--- src/rtl/adc_multi_capture.sv ---
// Trigger-driven burst reader for NCH serial ADCs sharing CNV/SCK, with optional 2^n averaging.
// Result strobes (2^n-1)*P+E+1 edges after the trigger edge; triggers during a burst are dropped and flagged.
module adc_multi_capture #(
    parameter int NCH      = 2,
    parameter int DW       = 14,
    parameter int OUT_W    = 16,
    parameter int CONV_CYC = 22,
    parameter int SCK_DIV  = 1
) (
    input  logic                 clk,
    input  logic                 rstn,
    input  logic                 trigger,
    input  logic [1:0]           avg_log2,
    input  logic [NCH-1:0]       adc_sdo,
    output logic                 adc_cnv,
    output logic                 adc_sck,
    output logic                 busy,
    output logic                 overrun,
    output logic                 data_valid,
    output logic [NCH*OUT_W-1:0] data_value
);
    localparam int AW      = DW + 3;
    localparam int CNT_W   = $clog2(CONV_CYC + 1);
    localparam int DIV_W   = (SCK_DIV > 1) ? $clog2(SCK_DIV) : 1;
    localparam int BIT_W   = (DW > 1) ? $clog2(DW) : 1;
    localparam int DIV_END = (SCK_DIV > 1) ? SCK_DIV - 2 : 0;

    typedef enum logic [2:0] {IDLE, CONV, SHIFT, ACC, RECOVER, DONE} state_t;

    state_t               state, state_nxt;
    logic                 trig_d;
    logic                 rise;
    logic [CNT_W-1:0]     conv_cnt, conv_cnt_nxt;
    logic [DIV_W-1:0]     div_cnt, div_cnt_nxt;
    logic [BIT_W-1:0]     bit_cnt, bit_cnt_nxt;
    logic [2:0]           burst_cnt, burst_cnt_nxt;
    logic [1:0]           avg_l, avg_l_nxt;
    logic [DW-1:0]        shreg [NCH];
    logic [DW-1:0]        shreg_nxt [NCH];
    logic [AW-1:0]        acc [NCH];
    logic [AW-1:0]        acc_nxt [NCH];
    logic                 cnv_nxt, sck_nxt, busy_nxt, overrun_nxt, data_valid_nxt;
    logic [NCH*OUT_W-1:0] data_value_nxt;
    logic                 last_conv;
    logic                 shift_end;

    assign rise      = trigger & ~trig_d;
    assign last_conv = ({1'b0, burst_cnt} == ((4'd1 << avg_l) - 4'd1));

    // With SCK_DIV=1 the final fall and the hand-off to ACC share an edge; otherwise
    // ACC is entered one cycle before the last low phase would end.
    assign shift_end = (bit_cnt == BIT_W'(DW - 1)) &&
                       ((SCK_DIV == 1) ? adc_sck : (!adc_sck && div_cnt == DIV_W'(DIV_END)));

    always_ff @(posedge clk or negedge rstn) begin
        if (!rstn) begin
            state      <= IDLE;
            trig_d     <= 1'b0;
            conv_cnt   <= '0;
            div_cnt    <= '0;
            bit_cnt    <= '0;
            burst_cnt  <= '0;
            avg_l      <= '0;
            adc_cnv    <= 1'b1;
            adc_sck    <= 1'b0;
            busy       <= 1'b0;
            overrun    <= 1'b0;
            data_valid <= 1'b0;
            data_value <= '0;
            for (int i = 0; i < NCH; i++) begin
                shreg[i] <= '0;
                acc[i]   <= '0;
            end
        end else begin
            state      <= state_nxt;
            trig_d     <= trigger;
            conv_cnt   <= conv_cnt_nxt;
            div_cnt    <= div_cnt_nxt;
            bit_cnt    <= bit_cnt_nxt;
            burst_cnt  <= burst_cnt_nxt;
            avg_l      <= avg_l_nxt;
            adc_cnv    <= cnv_nxt;
            adc_sck    <= sck_nxt;
            busy       <= busy_nxt;
            overrun    <= overrun_nxt;
            data_valid <= data_valid_nxt;
            data_value <= data_value_nxt;
            for (int i = 0; i < NCH; i++) begin
                shreg[i] <= shreg_nxt[i];
                acc[i]   <= acc_nxt[i];
            end
        end
    end

    always_comb begin
        state_nxt      = state;
        conv_cnt_nxt   = conv_cnt;
        div_cnt_nxt    = div_cnt;
        bit_cnt_nxt    = bit_cnt;
        burst_cnt_nxt  = burst_cnt;
        avg_l_nxt      = avg_l;
        cnv_nxt        = adc_cnv;
        sck_nxt        = adc_sck;
        busy_nxt       = busy;
        overrun_nxt    = rise && (state != IDLE);
        data_valid_nxt = 1'b0;
        data_value_nxt = data_value;
        shreg_nxt      = shreg;
        acc_nxt        = acc;

        case (state)
            IDLE: begin
                if (rise) begin
                    avg_l_nxt     = avg_log2;
                    burst_cnt_nxt = '0;
                    conv_cnt_nxt  = '0;
                    cnv_nxt       = 1'b0;
                    busy_nxt      = 1'b1;
                    for (int i = 0; i < NCH; i++) acc_nxt[i] = '0;
                    state_nxt     = CONV;
                end
            end
            CONV: begin
                if (conv_cnt == CNT_W'(CONV_CYC - 1)) begin
                    sck_nxt     = 1'b1;
                    div_cnt_nxt = '0;
                    bit_cnt_nxt = '0;
                    state_nxt   = SHIFT;
                end else begin
                    conv_cnt_nxt = conv_cnt + CNT_W'(1);
                end
            end
            SHIFT: begin
                if (div_cnt == DIV_W'(SCK_DIV - 1)) begin
                    div_cnt_nxt = '0;
                    if (adc_sck) begin
                        // ADC data is stable through the high phase; capture as SCK falls
                        sck_nxt = 1'b0;
                        for (int i = 0; i < NCH; i++) shreg_nxt[i] = DW'({shreg[i], adc_sdo[i]});
                    end else begin
                        sck_nxt     = 1'b1;
                        bit_cnt_nxt = bit_cnt + BIT_W'(1);
                    end
                end else begin
                    div_cnt_nxt = div_cnt + DIV_W'(1);
                end
                if (shift_end) state_nxt = ACC;
            end
            ACC: begin
                for (int i = 0; i < NCH; i++) acc_nxt[i] = acc[i] + AW'(shreg[i]);
                cnv_nxt      = 1'b1;
                conv_cnt_nxt = '0;
                if (last_conv) begin
                    state_nxt = DONE;
                end else begin
                    burst_cnt_nxt = burst_cnt + 3'd1;
                    state_nxt     = RECOVER;
                end
            end
            RECOVER: begin
                if (conv_cnt == CNT_W'(1)) begin
                    cnv_nxt      = 1'b0;
                    conv_cnt_nxt = '0;
                    state_nxt    = CONV;
                end else begin
                    conv_cnt_nxt = conv_cnt + CNT_W'(1);
                end
            end
            DONE: begin
                for (int i = 0; i < NCH; i++)
                    data_value_nxt[i*OUT_W +: OUT_W] = OUT_W'(acc[i] >> avg_l);
                data_valid_nxt = 1'b1;
                busy_nxt       = 1'b0;
                state_nxt      = IDLE;
            end
            default: state_nxt = IDLE;
        endcase
    end
endmodule

--- config.mk ---
export PLATFORM = sky130hd
export DESIGN_NAME = adc_multi_capture
export DESIGN_NICKNAME = d
export VERILOG_FILES = /design/src/rtl/adc_multi_capture.sv
export SDC_FILE = /design/constraint.sdc
export NUM_CORES = 1
export LEC_CHECK = 0
export ABC_AREA = 1
export CORE_AREA = 2 2 122 124
export CTS_BUF_LIST = sky130_fd_sc_hd__clkbuf_8
export DETAILED_ROUTE_END_ITERATION = 12
export DIE_AREA = 0 0 124 126
export GPL_TIMING_DRIVEN = 0
export PLACE_DENSITY = 0.73
export SYNTH_ARGS = -nofsm -noshare
export SYNTH_HDL_FRONTEND = slang
export SYNTH_SLANG_ARGS = --single-unit
export TNS_END_PERCENT = 30
--- constraint.sdc ---
create_clock -name clk -period 1.7 [get_ports clk]
set_input_delay 0.51 -clock clk [delete_from_list [all_inputs] [get_ports clk]]
set_output_delay 0.51 -clock clk [all_outputs]
set_load 0.1 [all_outputs]
==> run_results.csv <==
group,metric,value,unit
run_status,status,"finished with violations",
run_status,violations,"setup timing",
logic_synthesis,synth_ff_type,"dfrtp_1",
logic_synthesis,synth_nets,975,
die,ios,44,
clocking,clock_latency,0.45,ns
min_path,min_path_type,"reg -> reg",
logic_synthesis,ys_warn_count,0,
critical_path,cpMaxStageDelayCell,"dfrtp_1",
clocking,clock-sinks,117,
timing,tightest_slew,0.551,ns
timing,relSlewSlack,63.3,%
routing,vias_per_cell,5.38,
die,chipHeight,126,um
grt,grt_max_degree,78,
layout,ff_latch_area,0.00294,mm^2
routing,wl_per_cell,15.7,um
grt,overflow,0,
logic_synthesis,synth_commonest_cells,"nand2_1, inv_1, dfrtp_1",
timing,setup_viol,3,
logic_synthesis,syn_inst,933,
layout,n_fill_cell,1291,
critical_path,r2r_start,"shreg[17]$_DFFE_PN0P_",
clocking,clk_pin_slew,0.07,ns
logic_synthesis,synth_area_leaders,"dfrtp_1, nand2_1, inv_1",
pwr,peakVddDrop,0.000596,V
grt,grt_pass1_wl,29700,um
logic_synthesis,avgSynthCellArea,7.57,um^2
layout,drive_gt1_share,23.0,%
logic_synthesis,synth_top_area_share,41.1,%
layout,multiInputGateArea,0.00397,mm^2
critical_path,ff2ff_path_depth,6,
timing,maxSlewViolCount,0,
placement,io_buffer_count,43,
critical_path,path_cells,"ha_4 > or2_2 > and2_4 > or2_2 > nand3_1 > o21ai_0",
layout,fin_util,61.4,%
critical_path,cpMostUsedCell,"or2_2",
critical_path,reg2reg_slack,-0.05,ns
critical_path,worstSetupStartpointType,"flip-flop",
job,max_cap_violations,0,
logic_synthesis,synth_cell_types,38,
die,num_rows,44,
die,dieArea,0.0156,mm^2
min_path,hold_end,"data_value[31]$_DFFE_PN0P_",
die,coreArea,0.0143,mm^2
layout,diodes,0,
routing,vias,6515,
critical_path,r2r-end,"acc[21]$_DFFE_PN0P_",
timing,min_period_over_period,103,%
layout,areaGrowthSynthToFinish,24.5,%
grt,grt_use_met2,37.7,%
logic_synthesis,yosysSeqAreaShare,41.5,%
timing,period_needed,1.75,ns
die,die_x,124,um
critical_path,crit_fanout,6,
logic_synthesis,yosys.area.top_type,"dfrtp_1",
logic_synthesis,synth_most_common_cell,"nand2_1",
logic_synthesis,synth_seq_cells,117,
placement,dp.cells,1161,
routing,wirelength,19000,um
clocking,clockBufferDepth,2,
min_path,worstHoldStart,"data_value[31]$_DFFE_PN0P_",
grt,grt_pass1_vias,6025,
placement,placed_cell_area,0.00775,mm^2
layout,stdcell_count,1212,
timing,rsz0062_at_grt,"yes",
critical_path,crit_required,2.04,ns
layout,fin_area,0.00879,mm^2
routing,dr.pass1.iters,5,
timing,tns,-0.0874,ns
grt,grt_most_used_layer,"met2",
critical_path,cp.arrival,2.08,ns
clocking,cts_buffers,17,
critical_path,end_kind,"flip-flop",
grt,use_met1,35.0,%
grt,antenna_found_initial,0,
pwr,power,7.52,mW
critical_path,cpPeakStageDelay,0.43,ns
placement,place_congestion,0.911,
timing,hold_viol,0,
pwr,p_per_area,855,mW/mm^2
logic_synthesis,synth_edf_count,0,
clocking,cts_tree,"built",
min_path,hold_depth,2,
logic_synthesis,synthArstFlopShare,100,%
clocking,htreeDepth,4,
routing,drt_iter0_markers,566,
pwr,p_leak,4.55,nW
logic_synthesis,synth_area,0.00706,mm^2
critical_path,crit_type,"reg -> reg",
layout,finalNetCount,1059,
grt,use_met3,4.44,%
routing,route.detailed.drc,0,
clocking,root_buffer,"clkbuf_8",
timing,fmax,572,MHz
die,start_util,49.3,%
routing,final_antenna_net_count,0,
timing,skew,0.0120,ns
grt,grt.total_usage,24.8,%
timing,fin_ws,-0.0477,ns
placement,hpwlAfterDp,13100,um
layer usage:
metal / part of all wire, % / routed length (um)
met1: 44 / 8430
met2: 47 / 8860
met3: 6.8 / 1300
met4: 2.2 / 418
met5: 0 / 0
state kept, by name (all words and copies together) (netlist names):
register	flops
avg_l	2
adc_cnv	1
burst_cnt	3
conv_cnt	5
trig_d	1
shreg	28
overrun	1
data_valid	1
data_value	32
state	3
acc	34
adc_sck	1
busy	1
bit_cnt	4
worst max-delay path, delay by kind of cell, from the launching register on:
kind            cells  cell delay, ns
simple gates        4            0.85
flops               1            0.43
fa+ha+maj           1            0.28
compound gates      1            0.08
layout make-up:
class | count | share of cell area (%)
timing repair buffer | 65 | 6.30
buffer | 26 | 1.98
clock inverter | 9 | 1.72
multi-input combinational | 662 | 45.1
sequential | 117 | 33.4
tap | 184 | 2.62
clock buffer | 21 | 3.29
inverter | 128 | 5.51
where the power goes:
part / leakage [nW] / total [mW] / switching, mW / internal, mW
clock network: 0.217 / 2.86 / 1.13 / 1.73
registers: 1.60 / 2.96 / 0.100 / 2.86
logic: 2.74 / 1.69 / 1.18 / 0.514
total: 4.55 / 7.52 / 2.42 / 5.10
repair_timing:
item	in CTS	in global routing
gates resized for setup	250	108
hold endpoints to repair	39	0
hold buffers	1	0
pin swaps	2	16
setup endpoints to repair	71	91
buffers inserted	5	15
layout by cell type (no fill, tap or decap), types with 10 or more instances in the layout:
master / netlist / routed
a21oi_1: 36 / 32
buf_4: 0 / 54
buf_6: 3 / 10
clkbuf_8: 0 / 21
dfrtp_1: 116 / 107
ha_4: 0 / 21
inv_1: 125 / 120
mux2_2: 22 / 22
nand2_1: 277 / 256
nand2_2: 2 / 20
nand3_1: 52 / 41
nand3_2: 0 / 11
nor2_1: 71 / 64
o21ai_0: 84 / 72
o21ai_1: 0 / 12
o22a_1: 20 / 20
stage by stage:
stage	setup slack (ns)	hold WS [ns]
after CTS	-0.106	0.494
after global placement	-4.90	0.456
after detailed placement	-0.451	0.453
after global routing	-0.171	0.511
final	-0.0477	0.491
after floorplan	0.00394	0.214
logic make-up after synthesis:
kind of cell	synth area share, %
AOI/OAI and AO/OA	13.5
xor gates and xnor gates	0.868
and+or+nand+nor	24.6
buffers and inverters	8.75
muxes	4.36
DFF	41.5
adders and majority gates	6.41
how the worst max path moves through the flow:
stage / startpoint / to
floorplan: shreg[17]$_DFFE_PN0P_ / acc[21]$_DFFE_PN0P_
global placement: rstn / adc_sck$_DFFE_PN0P_
detailed placement: trigger / acc[22]$_DFFE_PN0P_
CTS: shreg[0]$_DFFE_PN0P_ / acc[16]$_DFFE_PN0P_
global route: acc[0]$_DFFE_PN0P_ / acc[16]$_DFFE_PN0P_
finish: shreg[17]$_DFFE_PN0P_ / acc[21]$_DFFE_PN0P_
No activity file was read; power rests on OpenSTA's default activity.
